==> src/rtl/serial_pkg.sv <==
// Shared definitions for the bit-serial adder controller.
// Holds the controller state encoding and its width.
package serial_pkg;

    localparam int ST_W = 2;

    // Encoding 2'd3 is unused; the controller treats it like ST_IDLE.
    typedef enum logic [ST_W-1:0] {
        ST_IDLE = 2'd0,
        ST_RUN  = 2'd1,
        ST_DONE = 2'd2
    } state_t;

endpackage

==> src/rtl/serial_add_ctrl_fa.sv <==
// One-bit full adder used as the single arithmetic element of the serial adder.
module FullAdderStructure (
    input  logic x,
    input  logic y,
    input  logic cin,
    output logic cout,
    output logic s
);

    logic half_sum;

    assign half_sum = x ^ y;
    assign s        = half_sum ^ cin;
    assign cout     = (x & y) | (cin & half_sum);

endmodule

==> src/rtl/serial_add_ctrl.sv <==
// Bit-serial adder controller: runs one full adder LSB-first over WIDTH cycles
// to produce {cout,sum} = a + b + cin with a start/done handshake.
module serial_add_ctrl
    import serial_pkg::*;
#(
    parameter int WIDTH = 8
) (
    input  logic             clk,
    input  logic             rst,
    input  logic             start,
    input  logic [WIDTH-1:0] a,
    input  logic [WIDTH-1:0] b,
    input  logic             cin,
    output logic             busy,
    output logic             done,
    output logic [WIDTH-1:0] sum,
    output logic             cout
);

    localparam int CW = $clog2(WIDTH);
    localparam logic [CW-1:0] LAST_BIT = CW'(WIDTH - 1);

    state_t           state_reg;
    logic [WIDTH-1:0] op_a_reg;
    logic [WIDTH-1:0] op_b_reg;
    logic [WIDTH-1:0] res_reg;
    logic [WIDTH-1:0] sum_reg;
    logic [CW-1:0]    count_reg;
    logic             carry_reg;
    logic             cout_reg;
    logic             busy_reg;
    logic             done_reg;

    logic             fa_s;
    logic             fa_cout;
    logic [WIDTH-1:0] res_next;

    FullAdderStructure u_fa (
        .x   (op_a_reg[0]),
        .y   (op_b_reg[0]),
        .cin (carry_reg),
        .cout(fa_cout),
        .s   (fa_s)
    );

    // New sum bits enter at the top so bit 0 lands in res[0] after WIDTH shifts.
    assign res_next = {fa_s, res_reg[WIDTH-1:1]};

    always_ff @(posedge clk) begin
        if (rst) begin
            state_reg <= ST_IDLE;
            op_a_reg  <= '0;
            op_b_reg  <= '0;
            res_reg   <= '0;
            sum_reg   <= '0;
            count_reg <= '0;
            carry_reg <= 1'b0;
            cout_reg  <= 1'b0;
            busy_reg  <= 1'b0;
            done_reg  <= 1'b0;
        end else begin
            done_reg <= 1'b0;
            if (state_reg == ST_RUN) begin
                op_a_reg  <= op_a_reg >> 1;
                op_b_reg  <= op_b_reg >> 1;
                carry_reg <= fa_cout;
                res_reg   <= res_next;
                count_reg <= count_reg + 1'b1;
                if (count_reg == LAST_BIT) begin
                    state_reg <= ST_DONE;
                    busy_reg  <= 1'b0;
                    done_reg  <= 1'b1;
                    sum_reg   <= res_next;
                    cout_reg  <= fa_cout;
                end
            end else if (start) begin
                // IDLE, DONE and the unused encoding all accept a new request.
                state_reg <= ST_RUN;
                busy_reg  <= 1'b1;
                op_a_reg  <= a;
                op_b_reg  <= b;
                carry_reg <= cin;
                count_reg <= '0;
            end else begin
                state_reg <= ST_IDLE;
            end
        end
    end

    assign busy = busy_reg;
    assign done = done_reg;
    assign sum  = sum_reg;
    assign cout = cout_reg;

endmodule

==> config.mk <==
export PLATFORM = sky130hd
export DESIGN_NAME = serial_add_ctrl
export DESIGN_NICKNAME = d
export VERILOG_FILES = /design/src/rtl/serial_pkg.sv /design/src/rtl/serial_add_ctrl_fa.sv /design/src/rtl/serial_add_ctrl.sv
export SDC_FILE = /design/constraint.sdc
export NUM_CORES = 1
export LEC_CHECK = 0
export CAP_MARGIN = 20
export CORE_MARGIN = 2
export CORE_UTILIZATION = 35
export DETAILED_ROUTE_END_ITERATION = 12
export GPL_TIMING_DRIVEN = 1
export PLACE_DENSITY = 0.64
export REMOVE_ABC_BUFFERS = 1
export SLEW_MARGIN = 20
export SYNTH_ARGS = -nofsm -noshare
export SYNTH_HDL_FRONTEND = slang
export SYNTH_SLANG_ARGS = --single-unit
==> constraint.sdc <==
create_clock -name clk -period 3.7 [get_ports clk]
set_clock_uncertainty 0.15 [all_clocks]
set_input_delay 0.37 -clock clk [delete_from_list [all_inputs] [get_ports clk]]
set_output_delay 0.37 -clock clk [all_outputs]
set_load 0.02 [all_outputs]
==> flow_summary.html <==
<table>
<tr><th>Metric</th><th>Value</th></tr>
<tr><th colspan="2">Outcome</th></tr>
<tr><td>Result of the run</td><td>complete, no violations</td></tr>
<tr><th colspan="2">Floorplan</th></tr>
<tr><td>Die width</td><td>73.7 um</td></tr>
<tr><td>Chip Height</td><td>73.7 um</td></tr>
<tr><td>Effective utilization at floorplan</td><td>36.2%</td></tr>
<tr><td>Count of standard-cell rows</td><td>25</td></tr>
<tr><td>IO Count</td><td>31</td></tr>
<tr><td>Total die area</td><td>0.00543 sq mm</td></tr>
<tr><td>Core Footprint</td><td>0.00469 sq mm</td></tr>
<tr><th colspan="2">STA</th></tr>
<tr><td>Slew headroom</td><td>40.1%</td></tr>
<tr><td>Transition at the pin with the smallest max-transition slack</td><td>899 ps</td></tr>
<tr><td>Final hold violation count</td><td>0</td></tr>
<tr><td>Final Max Slew Viols</td><td>0</td></tr>
<tr><td>Final min period</td><td>1760 ps</td></tr>
<tr><td>Fin worst setup slack</td><td>1940 ps</td></tr>
<tr><td>Final setup vio count</td><td>0</td></tr>
<tr><td>Share of the clock period used by the worst path after layout</td><td>47.7%</td></tr>
<tr><td>Unrepaired setup endpoints after global routing</td><td>no</td></tr>
<tr><td>Max Freq</td><td>567 MHz</td></tr>
<tr><td>Post-route setup TNS</td><td>0 ps</td></tr>
<tr><th colspan="2">Global route</th></tr>
<tr><td>Most used routing layer in global routing</td><td>met2</td></tr>
<tr><td>Largest net degree at the start of global routing</td><td>42</td></tr>
<tr><td>Global-route track usage on met3</td><td>3.70%</td></tr>
<tr><td>Overall routing resource usage</td><td>12.1%</td></tr>
<tr><td>Vias in the first global route</td><td>1162</td></tr>
<tr><td>GR met1 Demand/Resource</td><td>13.7%</td></tr>
<tr><td>Initial antenna violation count</td><td>0</td></tr>
<tr><td>Remaining global-route overflow</td><td>0</td></tr>
<tr><td>Wire length of the first global-routing pass</td><td>5.01 mm</td></tr>
<tr><td>Met2 layer usage reported by global route</td><td>19.8%</td></tr>
<tr><th colspan="2">Critical path</th></tr>
<tr><td>Path type of the worst setup path</td><td>reg -&gt; out</td></tr>
<tr><td>Critical-path top delay cell</td><td>sky130_fd_sc_hd__clkdlybuf4s50_1</td></tr>
<tr><td>Required time of the critical path</td><td>3180 ps</td></tr>
<tr><td>Maximum fanout encountered on the critical timing path</td><td>2</td></tr>
<tr><td>Cells traversed along the worst timing path</td><td>clkdlybuf4s50_1</td></tr>
<tr><td>Critical Path Start Type</td><td>register</td></tr>
<tr><td>Buf+Inv Stages, Crit Path</td><td>1</td></tr>
<tr><td>Critical path's top delay family</td><td>buffers and inverters</td></tr>
<tr><td>Critical path capture point type</td><td>output pin</td></tr>
<tr><td>Critical Path Max Stage Delay</td><td>600 ps</td></tr>
<tr><td>Arr. time, crit path</td><td>1240 ps</td></tr>
<tr><th colspan="2">Clock tree</th></tr>
<tr><td>Clk pin slew, worst setup/hold paths</td><td>80 ps</td></tr>
<tr><td>Max Root-Sink Buffers</td><td>2</td></tr>
<tr><td>TritonCTS clock tree</td><td>done</td></tr>
<tr><td>Post-cts resize count</td><td>0</td></tr>
<tr><td>Clock Root Buffer</td><td>sky130_fd_sc_hd__clkbuf_8</td></tr>
<tr><td>Htree depth</td><td>2</td></tr>
<tr><td># clock sinks</td><td>40</td></tr>
<tr><td>Number of buffers inserted for hold repair after clock tree synthesis</td><td>0</td></tr>
<tr><td>Clock latency of the later-clocked register in the worst-skew pair</td><td>300 ps</td></tr>
<tr><td>Post-CTS setup buffer count</td><td>0</td></tr>
<tr><td>Number of buffers created by CTS</td><td>5</td></tr>
<tr><th colspan="2">Route</th></tr>
<tr><td>Drt wl/cell</td><td>11.8 um</td></tr>
<tr><td>Vias</td><td>1207</td></tr>
<tr><td>Aggregate routed wire length</td><td>2.96 mm</td></tr>
<tr><td>Post-detailed-route DRC marker count</td><td>0</td></tr>
<tr><td>Number of design-rule violations left by the first detailed-router iteration</td><td>93</td></tr>
<tr><td>Final ANT Viol Nets</td><td>0</td></tr>
<tr><td>Routed vias/inst</td><td>4.83</td></tr>
<tr><td>Number of detailed-route iterations in the first pass</td><td>4</td></tr>
<tr><th colspan="2">Logic synthesis</th></tr>
<tr><td>Gate count after technology mapping</td><td>174</td></tr>
<tr><td>Synthesized cell area</td><td>0.00170 sq mm</td></tr>
<tr><td>Ys Warns</td><td>0</td></tr>
<tr><td>Flip-flop and latch count after synthesis</td><td>40</td></tr>
<tr><td>Sequential area share after synthesis</td><td>47.1%</td></tr>
<tr><td>Avg Cell Area, Syn</td><td>9.77 sq um</td></tr>
<tr><td>Yosys cell types</td><td>21</td></tr>
<tr><th colspan="2">Layout</th></tr>
<tr><td>Utilization after layout</td><td>44.1%</td></tr>
<tr><td>Fill cells</td><td>472</td></tr>
<tr><td>Antenna Cells</td><td>0</td></tr>
<tr><td>Area added between synthesis and finish</td><td>21.6%</td></tr>
<tr><td>Layout cell share with drive strength beyond 1</td><td>12.8%</td></tr>
<tr><td>Non-filler cells in the finished layout</td><td>250</td></tr>
<tr><td>Count of nets after finishing</td><td>219</td></tr>
<tr><th colspan="2">Placement</th></tr>
<tr><td>Final weighted congestion in routability-driven placement</td><td>0.650</td></tr>
<tr><td>Number of cells in the design after placement</td><td>243</td></tr>
<tr><td>Post-DP HPWL</td><td>1.80 mm</td></tr>
<tr><td>Count of buffers inserted at the top-level ports</td><td>30</td></tr>
<tr><td>Setup slack after placement</td><td>1320 ps</td></tr>
<tr><th colspan="2">Worst hold path</th></tr>
<tr><td>Kind of path behind the tightest hold check</td><td>reg -&gt; reg</td></tr>
<tr><th colspan="2">Job</th></tr>
<tr><td>Number of maximum-capacitance constraint violations</td><td>0</td></tr>
<tr><th colspan="2">Power</th></tr>
<tr><td>Power density relative to cell area</td><td>471 mW/mm^2</td></tr>
<tr><td>Leakage</td><td>0.774 nW</td></tr>
<tr><td>Highest ir drop seen on vdd</td><td>0.000152 V</td></tr>
</table>
==> cell families after synthesis <==
group / synth area share, %
adder cells (fa/ha/maj): 2.65
flip-flops: 47.1
buffers and inverters: 7.14
AO/OA/AOI/OAI: 17.4
AND/OR/NAND/NOR: 15.7
multiplexers: 10.0
==> Yosys cell counts <==
library cell               instances  area, sq um
sky130_fd_sc_hd__clkbuf_1          2         7.51
sky130_fd_sc_hd__a22oi_1           1         7.51
sky130_fd_sc_hd__nor3_1            2         10.0
sky130_fd_sc_hd__a211oi_2         15          188
sky130_fd_sc_hd__buf_8             1         15.0
sky130_fd_sc_hd__buf_2             4         20.0
sky130_fd_sc_hd__nand2b_1          2         12.5
sky130_fd_sc_hd__buf_1             1         3.75
sky130_fd_sc_hd__and2b_1           1         7.51
sky130_fd_sc_hd__buf_6             6         67.6
sky130_fd_sc_hd__buf_4             1         7.51
sky130_fd_sc_hd__nor2_1           19         71.3
sky130_fd_sc_hd__fa_1              1         20.0
sky130_fd_sc_hd__mux2i_1          17          170
sky130_fd_sc_hd__nand3b_1          4         30.0
sky130_fd_sc_hd__nand2_1          34          128
sky130_fd_sc_hd__and3b_1           1         8.76
sky130_fd_sc_hd__dfxtp_1          40          801
sky130_fd_sc_hd__o21ai_0           1         5.00
sky130_fd_sc_hd__ha_1              2         25.0
sky130_fd_sc_hd__a21oi_1          19         95.1
==> area by class of cell <==
| class | count | area [sq um] | area share (%) |
|---|---|---|---|
| tap | 54 | 67.6 | 3.27 |
| clock inverter | 2 | 60.1 | 2.90 |
| timing repair buffer | 30 | 290 | 14.0 |
| sequential | 40 | 801 | 38.7 |
| multi-input combinational | 119 | 781 | 37.7 |
| clock buffer | 5 | 68.8 | 3.33 |
==> worst min-delay path: stages (launching register included) <==
cell and delay [ps]:
sky130_fd_sc_hd__dfxtp_1 310, sky130_fd_sc_hd__nand2_1 50, sky130_fd_sc_hd__a21oi_1 50
==> cell usage in the layout (no fill, tap or decap) <==
cell / count
sky130_fd_sc_hd__dfxtp_1: 40
sky130_fd_sc_hd__a211oi_2: 15
sky130_fd_sc_hd__buf_2: 2
sky130_fd_sc_hd__nand2b_1: 1
sky130_fd_sc_hd__ha_1: 2
sky130_fd_sc_hd__mux2i_1: 17
sky130_fd_sc_hd__nor2_1: 19
sky130_fd_sc_hd__nand2b_2: 1
sky130_fd_sc_hd__clkbuf_8: 5
sky130_fd_sc_hd__bufinv_16: 2
sky130_fd_sc_hd__a22oi_1: 1
sky130_fd_sc_hd__nand3b_1: 4
sky130_fd_sc_hd__o21ai_0: 1
sky130_fd_sc_hd__nand2_1: 34
sky130_fd_sc_hd__fa_1: 1
sky130_fd_sc_hd__and3b_1: 1
sky130_fd_sc_hd__nor3_1: 2
sky130_fd_sc_hd__clkdlybuf4s50_1: 28
sky130_fd_sc_hd__and2b_1: 1
sky130_fd_sc_hd__a21oi_1: 19
==> power by group <==
group / switching [W] / internal, W / total [W]
Combinational: 0.0000499 / 0.0000481 / 0.0000979
Clock: 0.000151 / 0.000265 / 0.000416
Sequential: 0.0000109 / 0.000450 / 0.000461
Total: 0.000211 / 0.000763 / 0.000975
==> metal layers <==
layer / routed length, um / vias to the layer above
met5: 0 / -
met2: 1320 / 21
met1: 1430 / 550
li1: - / 628
met3: 139 / 8
met4: 61 / 0
==> path summary, 6_finish.rpt <==
path / start / to / slack (ps) / cells past startpoint
setup / recovery: busy$_SDFFE_PP0P_ / busy / 1940 / 1
hold reg to reg: sum[6]$_SDFFE_PP0P_ / sum[6]$_SDFFE_PP0P_ / 310 / 2
setup reg to reg: count_reg[0]$_SDFFE_PP0P_ / busy$_SDFFE_PP0P_ / 2020 / 5
hold / removal: sum[6]$_SDFFE_PP0P_ / sum[6]$_SDFFE_PP0P_ / 310 / 2
==> stage by stage <==
stage	hold slack, ps	total power, W	instance area (sq um)
2_1_floorplan	276	0.000525	1580
3_3_place_gp	294	0.000570	1940
3_5_place_dp	298	0.000571	1940
4_1_cts	309	0.000987	2070
5_1_grt	328	0.00102	2070
6_report	306	0.000975	2070
No activity file was read; power rests on OpenSTA's default activity.
